==> src/rtl/reg_wb_arbiter_if.sv <==
// Writeback arbiter bus bundle: two writeback requesters, the register-file write
// port, and the decode-side issue/read ports used for stall detection.
interface reg_wb_arbiter_if #(
  parameter int unsigned DATA_W = 32,
  parameter int unsigned ADDR_W = 5
);

  // Requester A (ALU writeback)
  logic              a_valid;
  logic [ADDR_W-1:0] a_wn;
  logic [DATA_W-1:0] a_wd;
  logic              a_ready;

  // Requester B (load / multicycle writeback)
  logic              b_valid;
  logic [ADDR_W-1:0] b_wn;
  logic [DATA_W-1:0] b_wd;
  logic              b_ready;

  // Register-file write port
  logic              RegWrite;
  logic [ADDR_W-1:0] WN;
  logic [DATA_W-1:0] WD;

  // Decode side
  logic              iss_valid;
  logic [ADDR_W-1:0] iss_wn;
  logic [ADDR_W-1:0] RN1;
  logic [ADDR_W-1:0] RN2;
  logic              stall;

  modport slave (
    input  a_valid, a_wn, a_wd,
    output a_ready,
    input  b_valid, b_wn, b_wd,
    output b_ready,
    output RegWrite, WN, WD,
    input  iss_valid, iss_wn, RN1, RN2,
    output stall
  );

  modport master (
    output a_valid, a_wn, a_wd,
    input  a_ready,
    output b_valid, b_wn, b_wd,
    input  b_ready,
    input  RegWrite, WN, WD,
    output iss_valid, iss_wn, RN1, RN2,
    input  stall
  );

endinterface

==> src/rtl/reg_wb_arbiter.sv <==
// Round-robin arbiter sharing the register-file write port between ALU and load
// writeback, with a registered write stage and a pending-destination scoreboard.
module reg_wb_arbiter #(
  parameter int unsigned DATA_W = 32,
  parameter int unsigned ADDR_W = 5
) (
  input logic            clk,
  input logic            rst_n,
  reg_wb_arbiter_if.slave bus
);

  localparam int unsigned NREG = 2 ** ADDR_W;

  typedef enum logic {
    PRI_A = 1'b0,
    PRI_B = 1'b1
  } pri_e;

  pri_e              r_pri;
  pri_e              w_pri_nxt;
  logic              w_grant_a;
  logic              w_grant_b;
  logic              w_wr_en;
  logic [ADDR_W-1:0] w_wn;
  logic [DATA_W-1:0] w_wd;

  logic              r_regwrite;
  logic [ADDR_W-1:0] r_wn;
  logic [DATA_W-1:0] r_wd;

  logic [NREG-1:0]   r_busy;
  logic [NREG-1:0]   w_busy_nxt;

  // Priority state register
  always_ff @(posedge clk or negedge rst_n) begin
    if (!rst_n) begin
      r_pri <= PRI_A;
    end else begin
      r_pri <= w_pri_nxt;
    end
  end

  // Grant decode and priority rotation; readies are forced low while in reset
  always_comb begin
    w_grant_a = 1'b0;
    w_grant_b = 1'b0;
    w_pri_nxt = r_pri;
    if (rst_n) begin
      case ({bus.a_valid, bus.b_valid})
        2'b10:   w_grant_a = 1'b1;
        2'b01:   w_grant_b = 1'b1;
        2'b11: begin
          w_grant_a = (r_pri == PRI_A);
          w_grant_b = (r_pri == PRI_B);
        end
        default: ;
      endcase
    end
    if (w_grant_a) begin
      w_pri_nxt = PRI_B;
    end else if (w_grant_b) begin
      w_pri_nxt = PRI_A;
    end
  end

  // Winner's payload; a write to register 0 is handshaken but never reaches reg_file
  always_comb begin
    w_wn = '0;
    w_wd = '0;
    if (w_grant_a) begin
      w_wn = bus.a_wn;
      w_wd = bus.a_wd;
    end else if (w_grant_b) begin
      w_wn = bus.b_wn;
      w_wd = bus.b_wd;
    end
    w_wr_en = (w_grant_a | w_grant_b) & (w_wn != '0);
  end

  // Output stage: one-cycle write pulse, WN/WD hold between writes
  always_ff @(posedge clk or negedge rst_n) begin
    if (!rst_n) begin
      r_regwrite <= 1'b0;
      r_wn       <= '0;
      r_wd       <= '0;
    end else begin
      r_regwrite <= w_wr_en;
      if (w_wr_en) begin
        r_wn <= w_wn;
        r_wd <= w_wd;
      end
    end
  end

  // Scoreboard: clear on the reg_file write edge, then set on issue so set wins
  always_comb begin
    w_busy_nxt = r_busy;
    if (r_regwrite) begin
      w_busy_nxt[r_wn] = 1'b0;
    end
    if (bus.iss_valid && (bus.iss_wn != '0)) begin
      w_busy_nxt[bus.iss_wn] = 1'b1;
    end
    w_busy_nxt[0] = 1'b0;
  end

  always_ff @(posedge clk or negedge rst_n) begin
    if (!rst_n) begin
      r_busy <= '0;
    end else begin
      r_busy <= w_busy_nxt;
    end
  end

  assign bus.a_ready  = w_grant_a;
  assign bus.b_ready  = w_grant_b;
  assign bus.RegWrite = r_regwrite;
  assign bus.WN       = r_wn;
  assign bus.WD       = r_wd;
  // busy[0] is never set, so reading r0 cannot stall
  assign bus.stall    = r_busy[bus.RN1] | r_busy[bus.RN2];

endmodule

==> src/flat_wrapper.sv <==
// flat-port wrapper written by rule: the top's interface ports become plain ports
module reg_wb_arbiter_flat 
#(
  parameter int unsigned DATA_W = 32,
  parameter int unsigned ADDR_W = 5
)
  (clk, rst_n, bus_a_valid, bus_a_wn, bus_a_wd, bus_a_ready, bus_b_valid, bus_b_wn, bus_b_wd, bus_b_ready, bus_RegWrite, bus_WN, bus_WD, bus_iss_valid, bus_iss_wn, bus_RN1, bus_RN2, bus_stall);
  reg_wb_arbiter_if #(.DATA_W(DATA_W), .ADDR_W(ADDR_W)) bus_i ();
  input logic clk;
  input logic rst_n;
  input wire logic [$bits(bus_i.a_valid)-1:0] bus_a_valid;
  input wire logic [$bits(bus_i.a_wn)-1:0] bus_a_wn;
  input wire logic [$bits(bus_i.a_wd)-1:0] bus_a_wd;
  output wire logic [$bits(bus_i.a_ready)-1:0] bus_a_ready;
  input wire logic [$bits(bus_i.b_valid)-1:0] bus_b_valid;
  input wire logic [$bits(bus_i.b_wn)-1:0] bus_b_wn;
  input wire logic [$bits(bus_i.b_wd)-1:0] bus_b_wd;
  output wire logic [$bits(bus_i.b_ready)-1:0] bus_b_ready;
  output wire logic [$bits(bus_i.RegWrite)-1:0] bus_RegWrite;
  output wire logic [$bits(bus_i.WN)-1:0] bus_WN;
  output wire logic [$bits(bus_i.WD)-1:0] bus_WD;
  input wire logic [$bits(bus_i.iss_valid)-1:0] bus_iss_valid;
  input wire logic [$bits(bus_i.iss_wn)-1:0] bus_iss_wn;
  input wire logic [$bits(bus_i.RN1)-1:0] bus_RN1;
  input wire logic [$bits(bus_i.RN2)-1:0] bus_RN2;
  output wire logic [$bits(bus_i.stall)-1:0] bus_stall;
  assign bus_i.a_valid = bus_a_valid;
  assign bus_i.a_wn = bus_a_wn;
  assign bus_i.a_wd = bus_a_wd;
  assign bus_a_ready = bus_i.a_ready;
  assign bus_i.b_valid = bus_b_valid;
  assign bus_i.b_wn = bus_b_wn;
  assign bus_i.b_wd = bus_b_wd;
  assign bus_b_ready = bus_i.b_ready;
  assign bus_RegWrite = bus_i.RegWrite;
  assign bus_WN = bus_i.WN;
  assign bus_WD = bus_i.WD;
  assign bus_i.iss_valid = bus_iss_valid;
  assign bus_i.iss_wn = bus_iss_wn;
  assign bus_i.RN1 = bus_RN1;
  assign bus_i.RN2 = bus_RN2;
  assign bus_stall = bus_i.stall;
  reg_wb_arbiter #(.DATA_W(DATA_W), .ADDR_W(ADDR_W)) u_core (.clk(clk), .rst_n(rst_n), .bus(bus_i));
endmodule
==> config.mk <==
export PLATFORM = sky130hd
export DESIGN_NAME = reg_wb_arbiter_flat
export DESIGN_NICKNAME = d
export VERILOG_FILES = /design/src/rtl/reg_wb_arbiter_if.sv /design/src/rtl/reg_wb_arbiter.sv /design/src/flat_wrapper.sv
export SDC_FILE = /design/constraint.sdc
export NUM_CORES = 1
export LEC_CHECK = 0
export CAP_MARGIN = 0
export CORE_ASPECT_RATIO = 1.4
export CORE_MARGIN = 2
export CORE_UTILIZATION = 40
export CTS_CLUSTER_DIAMETER = 60
export DETAILED_ROUTE_END_ITERATION = 6
export PLACE_DENSITY = 0.76
export SLEW_MARGIN = 20
export SYNTH_ARGS = -nofsm -noshare
export SYNTH_HDL_FRONTEND = slang
export SYNTH_SLANG_ARGS = --single-unit
==> constraint.sdc <==
create_clock -name clk -period 1.7 [get_ports clk]
set_clock_uncertainty 0.1 [all_clocks]
set_input_delay 0.17 -clock clk [delete_from_list [all_inputs] [get_ports clk]]
set_output_delay 0.17 -clock clk [all_outputs]
set_load 0.02 [all_outputs]
==> flow_summary.ini, run 1 <==
[place]
globalplace.congestion = 0.932
placement.io_buffers = 134
dp.final_hpwl_um = 8370
place_ws_ps = -1010
placement.cell_area_mm2 = 0.00543
place_inst = 581

[timing]
max-slew-margin-rel_pct = 50.2
rsz0062_at_grt = yes
finalMaxSlewViolations = 0
clock.fmax_mhz = 456
finalCriticalPeriod_ps = 2190
worst_slew_pin_slew_ps = 747
final-setup-viol-count = 2
fin_worst_hold_slack_ps = -43.0
final_hold_viol_count = 60
setup_slack_ps = -491
post-route-period-util_pct = 129

[floorplanning]
fp.dieH_um = 117
placementRows = 41
num_io_pins = 135
die-area_mm2 = 0.00994
core_area_mm2 = 0.00898
start_util_pct = 40.8
die_width_um = 84.8

[route]
viasPerCell = 5.55
final_routed_wire_length_divided_by_cell_count_um = 18.4
route.detailed.drc = 0
drt_first_pass_iters = 4
vias = 3339
postRouteAntennaNets = 0
routed_wirelength_um = 11100
drt_iter0_markers = 291

[flow_run]
cap_viol_max_count = 0

[power]
p_comb_share_pct = 34.0
clock_power_share_pct = 29.1
p_leak_nw = 2.45
switchingPower_w = 0.00207
worst_ir_drop_vdd_mv = 0.742
proportion_of_power_drawn_by_flip_flops_and_latches_pct = 36.9
pwr_density_cell_mw_per_mm2 = 1160
swShare_pct = 30.3
p_int_w = 0.00476

[logic_synthesis]
synthXorXnorAreaFrac_pct = 0
total_standard_cell_area_after_synthesis_mm2 = 0.00366
syn_warnings = 0
synth-adder-area-share_pct = 0
syn-instance-count = 311
synth_top_family_by_area = multiplexers
synth-seq-cells = 70
yosys-mux-area-fraction_pct = 21.1
synthTopCellsByCount = 70 x dfrtp_1, 69 x o21ai_0, 33 x a22o_1, 20 x mux2_2, 16 x nand3_1
synth-compound-area-share_pct = 20.1
synth_area_per_cell_um2 = 11.8
async_flop_share_pct = 100
yosys.area.top_type = dfrtp_1
synth_fp_nets = 405
synth_cell_type_count = 35
synth-edff-count = 0
share_of_synthesized_area_occupied_by_flip_flops_and_latches_pct = 47.9
most_common_cell_in_the_synthesized_netlist = dfrtp_1
synth_top_area_share_pct = 47.9
synth-simple-area-share_pct = 7.49
yosys-top-cells-area = dfrtp_1 48%, o21ai_0 9.4%, a22o_1 7.9%
synthFlopType = dfrtp_1

[worst_setup_path]
category_of_the_worst_setup_path_capture_point = output port
critical_path_required_ps = 1430
timing.critical_path.fanout_max = 3
timing.critical_path.from_type = flop
critPathArrivalTime_ps = 1920
setup.worst_path.class = reg2out

[global_route]
grt_usage_pct = 22.6
via_count_of_the_first_global_routing_pass = 3491
initial_antenna_violation_count = 0
globalRouteOverflowTotal = 0
global_route_wire_length_before_repair_um = 17200
grt_start_max_net_pins = 61

[finish]
final_core_util_pct = 65.4
nNetsFinal = 584
final-instance-count-excl-fill = 602
flow.area_growth_from_synthesis_pct = 60.6
drive_gt1_share_pct = 25.7
antenna_cells_inserted = 0
final_design_area_no_fill_mm2 = 0.00588

[cts]
insertion_delay_ps = 330
numCtsBuffers = 9
clock_tree.root_cell = clkbuf_16
cts_tree = built
register_clock_pin_slew_on_the_reported_worst_setup_and_hold_paths_ps = 60
clock_sinks = 70
htree_num_levels = 3
cts_buffer_depth = 2

[run_status]
status = finished with violations
failed_checks = negative hold slack, negative setup slack

[worst_hold_path]
min_path_type = in2async
[power groups by stage]
stage / Clock [W] / Combinational, W / Sequential (W)
after floorplan: 0 / 0.000982 / 0.00260
after global placement: 0 / 0.00218 / 0.00250
after detailed placement: 0 / 0.00223 / 0.00253
after CTS: 0.00202 / 0.00226 / 0.00251
after global routing: 0.00211 / 0.00250 / 0.00257
final: 0.00199 / 0.00232 / 0.00252
[timing repair]
item / CTS / global route
endpoints found under the setup margin: 6 / 33
gates cloned: 0 / 3
endpoints found under the hold margin: 10 / 0
hold buffers: 1 / 0
resized for setup: 21 / 19
buffers inserted: 0 / 1
pin swaps: 5 / 5
[stage by stage]
stage	TNS, ps	total power, W
3_3_place_gp	-10670	0.00468
6_report	-491	0.00683
5_1_grt	-1260	0.00718
3_5_place_dp	-11460	0.00476
2_1_floorplan	-20.5	0.00358
4_1_cts	-500	0.00678
[registers in the layout (all words and copies together) (netlist names)]
| name | cells |
|---|---|
| u_core.bus.RegWrite | 1 |
| u_core.bus.WN | 5 |
| u_core.bus.WD | 32 |
| u_core.r_pri | 1 |
| u_core.r_busy | 31 |
[layer usage]
| layer | vias to the layer above | wire length (um) | track usage, % |
|---|---|---|---|
| met2 | 147 | 6100 | 43.4 |
| met4 | 0 | 170 | 7.09 |
| li1 | 1571 | - | - |
| met3 | 12 | 780 | 7.57 |
| met5 | - | 0 | 0 |
| met1 | 1609 | 4010 | 23.2 |
[cell usage in the layout (no fill, tap or decap), types with 8 or more instances in the layout]
cell	netlist	final
a22o_1	33	32
buf_4	0	42
clkbuf_16	0	11
clkdlybuf4s50_1	0	121
dfrtp_1	70	69
mux2_2	20	18
mux2_4	10	14
mux4_2	12	13
nand3_1	16	15
nand3b_1	8	8
o21ai_0	69	65
[worst paths after layout]
kind,from,cells after the start,slack [ps],endpoint
setup / recovery,u_core.r_busy[18],5,-490,bus_stall
hold / removal,rst_n,2,-40,u_core.bus.WD[19]
setup reg to reg,u_core.r_pri,5,0,u_core.bus.WD[16]
hold reg to reg,u_core.bus.WD[28],1,400,u_core.bus.WD[28]
max in group asynchronous,rst_n,2,990,u_core.r_pri
min in group clk,rst_n,3,130,u_core.r_pri
[logic make-up (layout without fill, tap and decap cells)]
| family | Yosys count | count (layout) |
|---|---|---|
| compound gates | 116 | 116 |
| buf+inv | 25 | 209 |
| flops | 70 | 70 |
| mux | 51 | 51 |
| simple gates | 49 | 49 |
[critical path, stage by stage, from the launching register on]
cell and delay [ps]:
dfrtp_1 420, mux4_2 460, mux2_2 270, a31oi_1 150, o2111ai_2 120, buf_4 170
[layout make-up]
cell class              instances  area (um2)
clock buffers                  10         229
fillers                       677        3100
clock inverters                 6        86.3
multi-input cells             216        1850
well taps                     107         134
repair buffers                186        1800
flip-flops and latches         70        1750
inverters                       7        26.3
No activity file was read; power rests on OpenSTA's default activity.
==> run 2: changes to the inputs <==
--- a/config.mk
+++ b/config.mk
@@ -7,9 +7,10 @@
 export LEC_CHECK = 0
 export CAP_MARGIN = 0
 export CORE_ASPECT_RATIO = 1.4
-export CORE_MARGIN = 2
+export CORE_MARGIN = 4
 export CORE_UTILIZATION = 40
 export CTS_CLUSTER_DIAMETER = 60
+export CTS_CLUSTER_SIZE = 30
 export DETAILED_ROUTE_END_ITERATION = 6
 export PLACE_DENSITY = 0.76
 export SLEW_MARGIN = 20
==> run 2 against run 1 <==
Count of clock-buffer cells in the layout rose by 1. Flip-flop and latch count did not move. Critical path depth did not move. Sequential power barely moved. Largest cell class unchanged. First-iteration DRC count fell by 32%. Register-to-register slack got worse by 20 ps. The run ends with negative setup slack left. Hold slack improved by 64 ps. Worst setup slack got worse by 12 ps.
==> flow_summary.ini, run 2 (same netlist as run 1, synthesis figures left out) <==
[run_status]
status = finished with violations
failed_checks = negative setup slack

[floorplanning]
placementRows = 41
start_util_pct = 40.8
core_area_mm2 = 0.00898
die_width_um = 88.8
die-area_mm2 = 0.0108
fp.dieH_um = 121
num_io_pins = 135

[worst_setup_path]
timing.critical_path.from_type = flop
reg_to_reg_setup_timing_slack_ps = -20
worst_r2r_path_depth = 5
category_of_the_worst_setup_path_capture_point = output port
worst_r2r_startpoint = u_core.r_pri
critical_path_required_ps = 1430
critPathArrivalTime_ps = 1930
setup.worst_path.class = reg2out
timing.critical_path.fanout_max = 3
rr_endpoint = u_core.bus.WD[19]

[power]
worst_ir_drop_vdd_mv = 0.703
pwr_density_cell_mw_per_mm2 = 1170
p_leak_nw = 2.42

[timing]
post-route-period-util_pct = 130
fin_worst_hold_slack_ps = 20.6
final-setup-viol-count = 11
clock.fmax_mhz = 454
worst_slew_pin_slew_ps = 865
rsz0062_at_grt = yes
finalMaxSlewViolations = 0
setup_slack_ps = -503
finalCriticalPeriod_ps = 2200
max-slew-margin-rel_pct = 42.3
final_hold_viol_count = 0

[cts]
cts_buffer_depth = 2
register_clock_pin_slew_on_the_reported_worst_setup_and_hold_paths_ps = 60
clock_sinks = 70
numCtsBuffers = 9
clock_tree.root_cell = clkbuf_16
cts_tree = built
insertion_delay_ps = 330
htree_num_levels = 3

[finish]
flow.area_growth_from_synthesis_pct = 58.8
drive_gt1_share_pct = 24.7
antenna_cells_inserted = 0
most-common-layout-cells = 123 x clkdlybuf4s50_1, 70 x dfrtp_1, 69 x o21ai_0
largest_register_ffs = 32
filler_cell_count = 719
mostFrequentLayoutCell = clkdlybuf4s50_1
final_core_util_pct = 64.7
nNetsFinal = 579

[global_route]
globalRouteOverflowTotal = 0
initial_antenna_violation_count = 0
via_count_of_the_first_global_routing_pass = 3523
grt_usage_pct = 21.0
global_route_wire_length_before_repair_um = 17200
grt_start_max_net_pins = 70

[route]
met3RoutedLength_um = 1010
final_routed_wire_length_divided_by_cell_count_um = 18.4
route.detailed.drc = 0
highest_layer = met4
viasPerCell = 5.56
routed_wirelength_um = 11000
met2WireLength_um = 5890
drt_iter0_markers = 197
detail_route.wirelength.met1_um = 3880
vias = 3320
drt_first_pass_iters = 4
postRouteAntennaNets = 0

[place]
globalplace.congestion = 0.951
placement.io_buffers = 134
dp.final_hpwl_um = 8370

[worst_hold_path]
min_path_type = in2async

[flow_run]
cap_viol_max_count = 0
run 2: critical path, cell delays in order (launching register included):
cell       delay [ps]
dfrtp_1           410
mux4_2            450
mux2_2            270
a31oi_1           170
o2111ai_2         120
buf_2             180
run 2: power by group:
| group | internal [W] | switching (W) |
|---|---|---|
| clock network | 0.00136 | 0.000695 |
| registers | 0.00215 | 0.000364 |
| logic | 0.00128 | 0.000954 |
| total | 0.00479 | 0.00201 |
run 2: metrics by stage:
stage          setup slack (ps)  TNS (ps)  cells  total power (W)  cell area [um2]
2_1_floorplan             -20.5     -20.5    311          0.00358             3660
3_3_place_gp               -990    -10060    576          0.00463             5380
3_5_place_dp              -1050    -11150    576          0.00471             5380
4_1_cts                    -519      -519    594          0.00679             5730
5_1_grt                    -588     -1800    597          0.00715             5810
6_report                   -503      -609    597          0.00680             5810
run 2: cell type report:
class | instances | area [um2] | area share, %
clock buffer | 11 | 253 | 4.35
clock inverter | 5 | 81.3 | 1.40
inverter | 7 | 26.3 | 0.452
multi-input combinational | 216 | 1830 | 31.5
sequential | 70 | 1750 | 30.2
tap | 107 | 134 | 2.31
timing repair buffer | 181 | 1730 | 29.8
run 2: worst max-delay path by stage:
stage	startpoint	end	slack [ps]	cells past startpoint
floorplan	u_core.r_busy[31]	bus_stall	-20	4
global placement	bus_RN2[0]	bus_stall	-990	6
detailed placement	bus_RN2[0]	bus_stall	-1050	6
CTS	u_core.r_busy[14]	bus_stall	-520	6
global route	u_core.r_busy[14]	bus_stall	-590	6
finish	u_core.r_busy[18]	bus_stall	-500	5
run 2: what timing repair did:
item | 4_1_cts | 5_1_grt
resized for setup | 15 | 13
pin swaps | 2 | 4
setup endpoints to repair | 35 | 35
setup buffers | 1 | 0
gates cloned | 0 | 3
hold endpoints to repair | 1 | 0
hold buffers | 1 | 0
run 2: layer usage:
metal / track usage [%] / vias to the layer above
met4: 8.98 / 0
met2: 36.2 / 148
met3: 7.74 / 17
li1: - / 1550
met1: 22.5 / 1605
met5: 0 / -
